$ cat config.mk
export PLATFORM = sky130hd
export DESIGN_NAME = rs_decode_scheduler
export DESIGN_NICKNAME = d
export VERILOG_FILES = /design/src/rtl/rs_decode_scheduler.sv
export SDC_FILE = /design/constraint.sdc
export NUM_CORES = 1
export LEC_CHECK = 0
export BUFFER_PORTS_ARGS = -buffer_cell sky130_fd_sc_hd__buf_2
export CORE_MARGIN = 1
export CORE_UTILIZATION = 50
export DETAILED_ROUTE_END_ITERATION = 8
export HOLD_SLACK_MARGIN = 0.12
export PLACE_DENSITY = 0.95
export SYNTH_ARGS = -nofsm -noshare
export SYNTH_HDL_FRONTEND = slang
export SYNTH_SLANG_ARGS = --single-unit
$ cat constraint.sdc
create_clock -name clk -period 2.7 [get_ports clk]
set_clock_uncertainty 0.05 [all_clocks]
set_input_delay 0.27 -clock clk [delete_from_list [all_inputs] [get_ports clk]]
set_output_delay 0.27 -clock clk [all_outputs]
set_load 0.005 [all_outputs]
$ cat src/rtl/rs_decode_scheduler.sv
// Round-robin front end sharing one RS(7,5) single-error decoder between two requesters.
// Sequences decoder reset/enable per job and returns the result over a valid/ready channel.
module rs_decode_scheduler #(
    parameter int N            = 7,
    parameter int SYMBOL_WIDTH = 3,
    parameter int TIMEOUT      = 15
) (
    input  logic                        clk,
    input  logic                        reset,
    input  logic                        req0_valid,
    output logic                        req0_ready,
    input  logic [N*SYMBOL_WIDTH-1:0]   req0_codeword,
    input  logic                        req1_valid,
    output logic                        req1_ready,
    input  logic [N*SYMBOL_WIDTH-1:0]   req1_codeword,
    output logic                        resp_valid,
    input  logic                        resp_ready,
    output logic [N*SYMBOL_WIDTH-1:0]   resp_data,
    output logic                        resp_id,
    output logic                        resp_timeout,
    output logic                        dec_reset,
    output logic                        dec_enable,
    output logic [N*SYMBOL_WIDTH-1:0]   dec_codeword,
    input  logic [N*SYMBOL_WIDTH-1:0]   dec_corrected,
    input  logic                        dec_rdy,
    output logic                        busy
);
    localparam int CW = N * SYMBOL_WIDTH;
    localparam int TW = (TIMEOUT > 1) ? $clog2(TIMEOUT) : 1;
    localparam logic [TW-1:0] TLAST = TW'(TIMEOUT - 1);

    localparam logic [1:0] S_IDLE  = 2'd0;
    localparam logic [1:0] S_START = 2'd1;
    localparam logic [1:0] S_WAIT  = 2'd2;
    localparam logic [1:0] S_RESP  = 2'd3;

    logic [1:0]    state_q, state_d;
    logic          rr_q, rr_d;
    logic [CW-1:0] job_cw_q, job_cw_d;
    logic          job_id_q, job_id_d;
    logic [TW-1:0] tcnt_q, tcnt_d;
    logic          armed_q, armed_d;
    logic [CW-1:0] resp_data_q, resp_data_d;
    logic          resp_to_q, resp_to_d;

    logic idle, gnt_id, accept;

    // On a tie the requester that was not served last wins.
    assign idle   = (state_q == S_IDLE);
    assign gnt_id = (req0_valid && req1_valid) ? ~rr_q : req1_valid;
    assign accept = idle && (req0_valid || req1_valid);

    assign req0_ready   = idle && req0_valid && !gnt_id;
    assign req1_ready   = idle && req1_valid &&  gnt_id;
    assign resp_valid   = (state_q == S_RESP);
    assign resp_data    = resp_data_q;
    assign resp_id      = job_id_q;
    assign resp_timeout = resp_to_q;
    // Decoder is held in reset everywhere but WAIT so stale rdy drains between jobs.
    assign dec_reset    = (state_q != S_WAIT);
    assign dec_enable   = (state_q == S_WAIT);
    assign dec_codeword = job_cw_q;
    assign busy         = !idle;

    always_comb begin
        state_d     = state_q;
        rr_d        = rr_q;
        job_cw_d    = job_cw_q;
        job_id_d    = job_id_q;
        tcnt_d      = tcnt_q;
        armed_d     = armed_q;
        resp_data_d = resp_data_q;
        resp_to_d   = resp_to_q;
        case (state_q)
            S_IDLE: begin
                if (accept) begin
                    job_cw_d = gnt_id ? req1_codeword : req0_codeword;
                    job_id_d = gnt_id;
                    state_d  = S_START;
                end
            end
            S_START: begin
                tcnt_d  = '0;
                armed_d = 1'b0;
                state_d = S_WAIT;
            end
            S_WAIT: begin
                tcnt_d  = (tcnt_q == TLAST) ? tcnt_q : tcnt_q + 1'b1;
                armed_d = armed_q | ~dec_rdy;
                // rdy before the first observed low belongs to the previous job.
                if (dec_rdy && armed_q) begin
                    resp_data_d = dec_corrected;
                    resp_to_d   = 1'b0;
                    state_d     = S_RESP;
                end else if (tcnt_q == TLAST) begin
                    resp_data_d = job_cw_q;
                    resp_to_d   = 1'b1;
                    state_d     = S_RESP;
                end
            end
            default: begin
                if (resp_ready) begin
                    rr_d    = job_id_q;
                    state_d = S_IDLE;
                end
            end
        endcase
    end

    always_ff @(posedge clk or negedge reset) begin
        if (!reset) begin
            state_q     <= S_IDLE;
            rr_q        <= 1'b1;
            job_cw_q    <= '0;
            job_id_q    <= 1'b0;
            tcnt_q      <= '0;
            armed_q     <= 1'b0;
            resp_data_q <= '0;
            resp_to_q   <= 1'b0;
        end else begin
            state_q     <= state_d;
            rr_q        <= rr_d;
            job_cw_q    <= job_cw_d;
            job_id_q    <= job_id_d;
            tcnt_q      <= tcnt_d;
            armed_q     <= armed_d;
            resp_data_q <= resp_data_d;
            resp_to_q   <= resp_to_d;
        end
    end
endmodule

== Word-level counts from Yosys, hierarchy flattened ==
Cells that the tools add are included.

* Output and inout bits: 50
* Input port bits: 69
* Register bits after elaboration: 52
* Word-level logic and storage cells: 55

* Multiplexer cells: 14
* Equality and inequality tests: 8
* Reduce and logical (&&, ||, !) cells: 20
* Add/subtract/negate cells: 1
* Bitwise operators: 4

{| class="wikitable"
|+ Operators by type and width
! cell !! count
|-
| $mux W21 || 3
|-
| $mux W2 || 4
|-
| $pmux W4 S2 || 1
|-
| $reduce_and A2 Y1 || 4
|-
| $logic_and A1 B1 Y1 || 7
|-
| $pmux W2 S3 || 1
|-
| $add A4 B1 Y4 const B || 1
|-
| $eq A2 B2 Y1 const B || 2
|-
| $eq A4 B4 Y1 const B || 1
|-
| $mux W4 || 1
|-
| $ne A2 B2 Y1 const B || 2
|-
| $reduce_bool A2 Y1 || 2
|-
| $reduce_bool A4 Y1 || 1
|-
| $mux W1 || 3
|-
| $ne A3 B1 Y1 const B || 1
|-
| $not A1 Y1 || 3
|-
| $reduce_and A3 Y1 || 1
|-
| $reduce_or A3 Y1 || 1
|-
| $eq A2 B1 Y1 const B || 1
|-
| $logic_not A1 Y1 || 2
|-
| $logic_not A2 Y1 || 1
|-
| $ne A2 B1 Y1 const B || 1
|-
| $pmux W1 S2 || 1
|-
| $logic_or A1 B1 Y1 || 1
|-
| $or A1 B1 Y1 || 1
|}

== Longest topological paths before layout ==
Gate-level depths: netlist of run 1.

* Depth after elaboration: 4
* Mapped depth: 6
* Gate-level depth less buffers: 5

== Worst setup path after synthesis of run 1 ==
Ideal clock, no wire load.

* Path type: register to register
* From: register tcnt_q[0]
* To: register resp_data_q[10], in the netlist resp_data[10]
* Setup slack: 0.985 ns
* Period minus slack after synthesis: 1.715 ns
* Cell stages (with the launch flop): 7
* Data required time: 2.525 ns
* Arrival: 1.540 ns
* Library setup time: 0.125 ns
* Buffers on the path: 1
* Path through: dfrtp_1 > inv_1 > ha_1 > and3_4 > o21ai_2 > buf_6 > mux2_4

* Word-level cells in the longest chain between the ends: 3

{| class="wikitable"
|+ Ends and longest elaborated chain
! item !! RTL line !! source
|-
| start, declared || 41 || <nowiki>logic [TW-1:0] tcnt_q, tcnt_d;</nowiki>
|-
| start signal, assigned || 125 || <nowiki>tcnt_q <= tcnt_d;</nowiki>
|-
| $eq A4 B4 Y1 || 95 || <nowiki>end else if (tcnt_q == TLAST) begin</nowiki>
|-
| $reduce_bool A2 Y1 (no line) || - ||
|-
| $reduce_and A2 Y1 (no line) || - ||
|-
| end signal, assigned || 127 || <nowiki>resp_data_q <= resp_data_d;</nowiki>
|-
| end, declared || 43 || <nowiki>logic [CW-1:0] resp_data_q, resp_data_d;</nowiki>
|}

Every way passes these cells.
A chain may end at the register's enable or synchronous reset.

== Worst setup path after layout of run 1 ==
* From: register state_q[0]
* To: output dec_reset

* Word-level cells in the longest chain between the ends: 1

{| class="wikitable"
|+ Ends and longest elaborated chain
! item !! RTL line !! source
|-
| start, declared || 37 || <nowiki>logic [1:0] state_q, state_d;</nowiki>
|-
| start signal, assigned || 121 || <nowiki>state_q <= state_d;</nowiki>
|-
| $ne A2 B2 Y1 || 60 || <nowiki>assign dec_reset = (state_q != S_WAIT);</nowiki>
|-
| end, declared || 21 || <nowiki>output logic dec_reset,</nowiki>
|}

Every way passes these cells.

==> impl_metrics.yaml, run 1 <==
status:
  status: "completed"
yosys:
  ys_types: 36
  synth_cells: 222
  synthArstFlopShare: 1.00
  synth_edf_count: 0
  synth-seq-cells: 52
  synth_seq_area_share: 0.480
  synth_area_um2: 2720
  synth.avg_cell_area_um2: 12.2
  synthesis.nets: 298
  synth_ff_type: "dfrtp_1"
  yosys_warnings: 0
power_and_ir_drop:
  clock_power_share: 0.128
  p_total_mw: 3.57
  p_leak_nw: 1.87
  vdd_drop_max_mv: 0.457
  power.switching_mw: 1.29
  pwr-share-seq: 0.401
  p_per_area_nw_per_um2: 1030
  p_int_mw: 2.29
  p_sw_frac: 0.360
  p_comb_frac: 0.472
route:
  final_antenna_net_count: 0
  wl_um: 5960
  dr_total_vias: 2135
  wire_per_inst_um: 14.5
  drt-initial-drc-count: 139
  route.detailed.drc: 0
  viasPerCell: 5.18
  dr.pass1.iters: 4
grt:
  grt_pass1_vias: 1909
  antenna_found_initial: 0
  grt_usage: 0.217
  grt_pass1_wl_um: 9170
  grt-ovfl-total: 0
  grt_max_degree: 53
final_layout:
  n_fill_cell: 388
  syn_to_final_growth_pct: 27.6
  fin_nets: 417
  drive_above_1_share: 0.526
  n_antenna_cell: 0
worst_setup_path:
  crit_path_end_kind: "primary output"
  path_class: "reg2out"
  cp_slowest_cell: "ha_1"
  cp_top_family: "buffers and inverters"
  path_cells: "inv_1 > ha_1 > inv_1 > buf_2"
  crit_path_max_incr_delay_ps: 520
  crit_top_cell: "inv_1"
  worst_r2r_path_depth: 6
  reg2reg_slack_ps: 670
  worstPathMaxFanout: 14
  timing.rr.end: "resp_data[0]$_DFFE_PN0P_"
  crit_path_start_kind: "register"
  r2r-start: "tcnt_q[0]$_DFFE_PN0P_"
  critPathBufInv: 3
  cp.arrival_ps: 1780
  crit_required_ps: 2380
clock_tree:
  clockBufferDepth: 2
  cts_resized: 0
  cts.sink_count: 52
  clkTransAtPathRegs_ps: 90
  cts_buffers: 5
  cts_max_level: 2
  cts_root_buf: "clkbuf_8"
  cts_tree: "built"
  clock_latency_ps: 300
die:
  die_area_um2: 5730
  start_util: 0.525
  die_h_um: 75.7
  die_x_um: 75.7
  ios: 119
  fp-row-count: 26
  core-area_um2: 5170
hold_path:
  whs_path_depth: 3
  min_to: "dec_codeword[14]$_DFFE_PN0P_"
  hp-class: "in2reg"
  min_from: "req0_codeword[14]"
place:
  dp_slack_ps: 705
  port_buffers: 118
  dpl.hpwl_um: 4360
  routabilityCongestion: 0.767
sta:
  period_share: 0.778
  hold_viol_final: 0
  rsz0062_at_grt: "no"
  fmax_mhz: 476
  setup_viol: 0
  slew_violations: 0
  relSlewSlack: 0.475
  tightest_slew_ps: 787
  tns_ps: 0
  min_period_ps: 2100
  worst_slack_ps: 600
job:
  cap_violations: 0
-- metrics by stage --
step	std cells	area, µm²	utilization	hold WS [ps]
finish	412	3470	0.670	192
CTS	412	3470	0.670	184
floorplan	222	2720	-	-75.6
global placement	403	3360	0.650	369
detailed placement	403	3360	0.650	377
global route	412	3470	0.670	199
-- cell families after synthesis --
family	count (synthesis)	synth area share
mux	65	0.285
compound gates	42	0.0945
flops	52	0.480
simple gates	38	0.0677
fa+ha+maj	7	0.0323
buf+inv	18	0.0406
-- power by group through the flow --
stage,Sequential [mW],Combinational [mW],Clock [mW]
after floorplan,1.43,1.08,0
after global placement,1.42,1.63,0
after detailed placement,1.44,1.69,0
after CTS,1.43,1.71,0.469
after global routing,1.48,1.89,0.510
final,1.43,1.68,0.457
-- state kept, by name (all words and copies together), names as in the netlist --
name	count
tcnt_q	4
resp_timeout	1
rr_q	1
resp_id	1
resp_data	21
state_q	2
armed_q	1
dec_codeword	21
-- worst max path at each step --
stage	startpoint	endpoint	slack [ps]	cells after the start
after detailed placement	tcnt_q[0]$_DFFE_PN0P_	resp_data[0]$_DFFE_PN0P_	710	6
after global routing	state_q[0]$_DFFE_PN0P_	dec_reset	450	4
final	state_q[0]$_DFFE_PN0P_	dec_reset	600	4
after CTS	state_q[0]$_DFFE_PN0P_	dec_reset	610	4
after floorplan	tcnt_q[0]$_DFFE_PN0P_	resp_data[10]$_DFFE_PN0P_	990	6
after global placement	tcnt_q[0]$_DFFE_PN0P_	resp_data[0]$_DFFE_PN0P_	750	6
-- per-layer routing --
metal	GRT usage	up-vias	share of wire
li1	-	1025	-
met1	0.291	1019	0.44
met2	0.359	85	0.50
met3	0.0463	6	0.045
met4	0.0617	0	0.012
met5	0	-	0
-- worst register-to-register path, delay by kind of cell, from the launching register on --
family	cells	cell delay, ps
DFF	1	420
buffers and inverters	2	280
AOI/OAI and AO/OA	1	330
and+or+nand+nor	1	230
adders and majority gates	1	260
muxes	1	350
-- cells in the mapped netlist (2+ instances only) --
library cell,n,share of area
a21oi_1,8,0.015
o21ai_0,21,0.039
buf_6,3,0.012
a221oi_1,2,0.0065
nand2_1,23,0.032
buf_2,2,0.0037
dfrtp_1,51,0.47
mux2_4,19,0.11
mux2_2,23,0.095
nand3_1,2,0.0037
clkbuf_1,3,0.0041
inv_1,7,0.0097
nor2_1,2,0.0028
ha_1,7,0.032
o21ai_1,4,0.0074
and2_1,2,0.0046
mux2i_1,23,0.085
buf_4,2,0.0055
-- final cells by class --
cell class / instances / area (µm²) / share of cell area
multi-input combinational: 152 / 1310 / 0.379
timing repair buffer: 123 / 643 / 0.186
clock inverter: 2 / 10.0 / 0.00289
clock buffer: 6 / 82.6 / 0.0238
inverter: 7 / 26.3 / 0.00758
sequential: 52 / 1300 / 0.376
tap: 70 / 87.6 / 0.0253
-- timing repair --
item	in CTS	in global routing
hold buffers	1	0
buffers inserted	0	0
hold endpoints to repair	51	0
-- cells in the final DEF (no fill, tap or decap), types with 2 or more instances in the layout --
cell | synthesis | final
buf_2 | 2 | 118
dfrtp_1 | 51 | 51
nand2_1 | 23 | 23
mux2i_1 | 23 | 23
mux2_2 | 23 | 23
o21ai_0 | 21 | 21
mux2_4 | 19 | 19
a21oi_1 | 8 | 8
inv_1 | 7 | 7
ha_1 | 7 | 7
clkbuf_8 | 1 | 6
o21ai_1 | 4 | 3
buf_4 | 2 | 3
nor2_1 | 2 | 2
and2_1 | 2 | 2
nand3_1 | 2 | 2
a221oi_1 | 2 | 2
clkinv_2 | 0 | 2
Power figures use the tool's default switching activity.
==> run 2, diff against run 1 <==
- ABC_AREA: default -> 1
- CORE_UTILIZATION: 50 -> 43
- PLACE_DENSITY: 0.95 -> 0.89
- clock period: 2.7 -> 1.9 ns (I/O delays scaled with it)
==> run 2 against run 1 <==
Sequential share of layout area down 3.7 points; sequential power up 44%; power up 49%; critical path depth unchanged; register-to-register slack worse by 400 ps; area after synthesis down 1.7%; the flow now finishes with violations (design-rule violations).
==> impl_metrics.yaml, run 2 <==
sta:
  relSlewSlack: 0.601
  hold_viol_final: 0
  setup_viol: 0
  slew_violations: 0
  worst_slack_ps: 186
  rsz0062_at_grt: "no"
  tightest_slew_ps: 598
  period_share: 0.902
  tns_ps: 0
  min_period_ps: 1710
  fmax_mhz: 583
place:
  dp.cells: 530
  place_area_um2: 3340
  dpl.hpwl_um: 5460
  dp_slack_ps: 323
  port_buffers: 118
  routabilityCongestion: 0.905
yosys:
  synth.most_common_cell: "nand2_1"
  synth-seq-cells: 52
  synth_edf_count: 0
  ys_types: 21
  synth_cells: 348
  yosys.area.top_type: "dfrtp_1"
  synthArstFlopShare: 1.00
  synthesis.nets: 424
  synth_top_area_frac: 0.478
  synth_area_leaders: "dfrtp_1, nand2_1, nand3_1, a31oi_1, nor2_1"
  synthTopCellsByCount: "nand2_1, dfrtp_1, nand3_1"
  synth_seq_area_share: 0.488
  synth_ff_type: "dfrtp_1"
  synth.avg_cell_area_um2: 7.67
  synth_area_um2: 2670
  yosys_warnings: 0
clock_tree:
  cts_buffers: 5
  clkTransAtPathRegs_ps: 90
  cts_max_level: 2
  clockBufferDepth: 2
  cts_root_buf: "clkbuf_8"
  cts_tree: "built"
  clock_latency_ps: 300
  cts.sink_count: 52
grt:
  grt_pass1_wl_um: 12800
  grt_pass1_vias: 2795
  grt-ovfl-total: 0
  antenna_found_initial: 0
  grt_max_degree: 42
  grt_usage: 0.258
worst_setup_path:
  r2r-start: "state_q[1]$_DFFE_PN0P_"
  crit_required_ps: 1660
  timing.rr.end: "resp_data[14]$_DFFE_PN0P_"
  reg2reg_slack_ps: 270
  worst_r2r_path_depth: 7
  crit_path_start_kind: "register"
  worstPathMaxFanout: 6
  crit_path_max_incr_delay_ps: 440
  path_class: "reg2out"
  cp_top_family: "buffers and inverters"
  cp.arrival_ps: 1470
  crit_path_end_kind: "primary output"
  critPathBufInv: 3
  path_cells: "buf_4 > ha_1 > inv_1 > buf_2"
  cp_slowest_cell: "dfrtp_1"
route:
  drt-initial-drc-count: 171
  final_antenna_net_count: 0
  wire_per_inst_um: 14.2
  dr_total_vias: 2926
  dr.pass1.iters: 7
  wl_um: 8220
  route.detailed.drc: 1
  viasPerCell: 5.06
die:
  core-area_um2: 5960
  die_area_um2: 6530
  fp-row-count: 28
  die_x_um: 80.8
  ios: 119
  die_h_um: 80.8
  start_util: 0.448
final_layout:
  layout_common_cells: "nand2_1, buf_2, dfrtp_1, nand3_1, dlygate4sd3_1"
  n_antenna_cell: 0
  drive_above_1_share: 0.286
  syn_to_final_growth_pct: 44.2
  postLayoutCoreUtil: 0.646
  mostFrequentLayoutCell: "nand2_1"
  finalNonFillerCells: 578
  finalInstanceArea_um2: 3850
  fin_nets: 580
status:
  violations: "design-rule violations"
  status: "finished with violations"
power_and_ir_drop:
  pwr-share-seq: 0.388
  p_int_mw: 3.13
  p_leak_nw: 2.07
  vdd_drop_max_mv: 0.796
  p_sw_frac: 0.410
  p_comb_frac: 0.476
  clock_power_share: 0.136
  power.switching_mw: 2.18
  p_per_area_nw_per_um2: 1380
hold_path:
  whs_path_depth: 3
  min_from: "req1_codeword[17]"
  min_to: "dec_codeword[17]$_DFFE_PN0P_"
  hp-class: "in2reg"
job:
  cap_violations: 0
[run 2: cell count changes after synthesis, sizes merged, moves of 5 or more]
cell and change:
mux2i -23, nand2 +118, a31oi +22, mux2 -42, o21ai -23, nor2 +33
nand3 +48, buf +5
[run 2: worst register-to-register path: cells and delay by family, from the launching register on]
family,cells,cell delay (ps)
AOI/OAI and AO/OA,1,50
DFF,1,440
buffers and inverters,3,620
adders and majority gates,1,230
and+or+nand+nor,2,180
[run 2: logic make-up (layout without fill, tap and decap cells)]
group,Yosys count,after routing,synth area share
AO/OA/AOI/OAI,30,30,0.0717
XOR/XNOR,1,1,0.00328
adder cells (fa/ha/maj),7,7,0.0328
buffers and inverters,30,185,0.0544
flip-flops,52,52,0.488
AND/OR/NAND/NOR,228,228,0.350
[run 2: timing repair]
action	CTS	global route
gates resized for setup	0	1
hold endpoints to repair	47	0
endpoints found under the setup margin	0	1
buffers inserted	0	5
hold buffers	38	0
[run 2: power by group through the flow]
stage                     Clock, mW  Sequential [mW]  Combinational, mW
after global placement            0             2.06               2.24
after CTS                     0.730             2.05               2.42
final                         0.723             2.06               2.53
after global routing          0.769             2.12               2.86
after floorplan                   0             2.02               1.37
after detailed placement          0             2.07               2.34
[run 2: final cells by class]
type                            instances  area (µm²)
Clock inverter                          1        30.0
Sequential cell                        52        1300
Tap cell                               75        93.8
Timing Repair Buffer                  169        1090
Clock buffer                            5        68.8
Multi-Input combinational cell        266        1220
Fill cell                             504        2110
Inverter                               10        37.5
[run 2: metrics by stage]
stage / power, mW / hold WS [ps]
global route: 5.75 / 134
floorplan: 3.40 / -156
CTS: 5.20 / 120
detailed placement: 4.41 / 184
finish: 5.31 / 116
global placement: 4.29 / 176
[run 2: per-layer routing]
metal	track usage	wire, µm
met1	0.316	3380
met2	0.438	4070
met3	0.0584	510
met4	0.105	259
met5	0	0
[run 2: worst max path at each step]
stage	endpoint	slack (ps)	start	cells past startpoint
after floorplan	resp_data[10]$_DFFE_PN0P_	420	state_q[0]$_DFFE_PN0P_	8
after global placement	resp_data[19]$_DFFE_PN0P_	410	state_q[0]$_DFFE_PN0P_	7
after detailed placement	resp_data[11]$_DFFE_PN0P_	320	state_q[0]$_DFFE_PN0P_	7
after CTS	dec_codeword[17]$_DFFE_PN0P_	30	state_q[0]$_DFFE_PN0P_	7
after global routing	dec_reset	120	state_q[1]$_DFFE_PN0P_	4
final	dec_reset	190	state_q[1]$_DFFE_PN0P_	4
==> run 3, diff against run 2 <==
- ABC_AREA: 1 -> 0
==> run 3 against run 2 <==
The flow now finishes without violations; flip-flop and latch count unchanged; largest cell class is now multi-input gates; first-iteration DRC count down 54%; critical path depth rose by 1; combinational power is essentially flat; wire length down 23%; die area up 1.7%; fmax shrank 3.1%; clock-buffer cell count unchanged; highest routed layer unchanged.
==> impl_metrics.yaml, run 3 (same netlist as run 1, synthesis figures left out) <==
grt:
  antenna_found_initial: 0
  grt_max_degree: 27
  grt_pass1_vias: 2173
  grt-ovfl-total: 0
  grt_usage: 0.199
  grt_pass1_wl_um: 9970
sta:
  rsz0062_at_grt: "no"
  worst_slack_ps: 130
  hold_viol_final: 0
  tns_ps: 0
  fmax_mhz: 565
  min_period_ps: 1770
  setup_viol: 0
  period_share: 0.931
  tightest_slew_ps: 338
  relSlewSlack: 0.775
  slew_violations: 0
worst_setup_path:
  worstPathMaxFanout: 12
  path_class: "reg2out"
  startpoint: "state_q[0]$_DFFE_PN0P_"
  crit_required_ps: 1660
  crit_path_end_kind: "primary output"
  crit_path_start_kind: "register"
  cp.arrival_ps: 1530
  r2r-start: "tcnt_q[0]$_DFFE_PN0P_"
power_and_ir_drop:
  p_total_mw: 5.20
  p_per_area_nw_per_um2: 1440
  vdd_drop_max_mv: 0.796
  p_leak_nw: 1.93
place:
  dpl.hpwl_um: 4950
  place_area_um2: 3450
  port_buffers: 118
  routabilityCongestion: 0.888
  dp_slack_ps: 146
route:
  wl_met3_um: 327
  top_layer: "met4"
  route.detailed.drc: 0
  dr.pass1.iters: 4
  dr_wl_met2_um: 3130
  wire_per_inst_um: 14.7
  drt-initial-drc-count: 78
  viasPerCell: 5.13
  wl_um: 6330
  dr_total_vias: 2211
  wl_met1_um: 2760
  final_antenna_net_count: 0
die:
  die_h_um: 81.5
  start_util: 0.453
  core-area_um2: 5990
  ios: 119
  fp-row-count: 28
  die_x_um: 81.5
  die_area_um2: 6640
hold_path:
  hp-class: "in2reg"
  min_from: "req0_codeword[6]"
clock_tree:
  cts.sink_count: 52
  cts_buffers: 5
  cts_max_level: 2
  clkTransAtPathRegs_ps: 100
  clock_latency_ps: 300
  cts_tree: "built"
  cts_root_buf: "clkbuf_8"
  clockBufferDepth: 2
  cts_setup_buffers: 0
final_layout:
  layout_common_cells: "buf_2, dfrtp_1, nand2_1, mux2i_1, mux2_2"
  mostFrequentLayoutCell: "buf_2"
  drive_above_1_share: 0.531
  finalInstanceArea_um2: 3610
  n_antenna_cell: 0
  fin_nets: 431
  syn_to_final_growth_pct: 32.8
job:
  cap_violations: 0
status:
  status: "completed"
## run 3: metal layers
metal / up-vias / track usage
li1: 1055 / -
met1: 1065 / 0.242
met2: 80 / 0.348
met3: 11 / 0.0389
met4: 0 / 0.0732
met5: - / 0
## run 3: where the power goes
group	internal (mW)	leakage (nW)	switching, mW
Combinational	1.40	1.24	1.12
Sequential	1.64	0.646	0.403
Clock	0.261	0.0404	0.369
Total	3.31	1.93	1.89
## run 3: area by class of cell
class / count / area, µm²
Sequential cell: 52 / 1300
Inverter: 7 / 26.3
Clock inverter: 3 / 23.8
Fill cell: 495 / 2380
Clock buffer: 5 / 68.8
Tap cell: 75 / 93.8
Timing Repair Buffer: 137 / 777
Multi-Input combinational cell: 152 / 1310
## run 3: through the flow
| step | instances | hold WS, ps | util |
|---|---|---|---|
| after floorplan | 222 | -156 | - |
| after global placement | 417 | 167 | 0.576 |
| after detailed placement | 417 | 171 | 0.576 |
| after CTS | 431 | 121 | 0.601 |
| after global routing | 431 | 133 | 0.602 |
| final | 431 | 123 | 0.602 |
## run 3: path summary, 6_finish.rpt
check,endpoint,slack (ps),cells past startpoint
max reg2reg,state_q[1]$_DFFE_PN0P_,130,6
min in group asynchronous,dec_codeword[17]$_DFFE_PN0P_,360,3
min reg2reg,dec_codeword[1]$_DFFE_PN0P_,460,2
min,dec_codeword[6]$_DFFE_PN0P_,120,3
max,dec_reset,130,5
max in group asynchronous,rr_q$_DFFE_PN1P_,1140,3
## run 3: repair_timing
action | in CTS | in global routing
gates resized for setup | 0 | 1
endpoints found under the hold margin | 56 | 0
hold buffers | 6 | 0
setup endpoints to repair | 0 | 1
## run 3: worst max-delay path: stages (launching register included)
cell and delay (ps):
dfrtp_1 410, inv_1 90, ha_1 230, buf_4 190, inv_1 160, buf_2 140
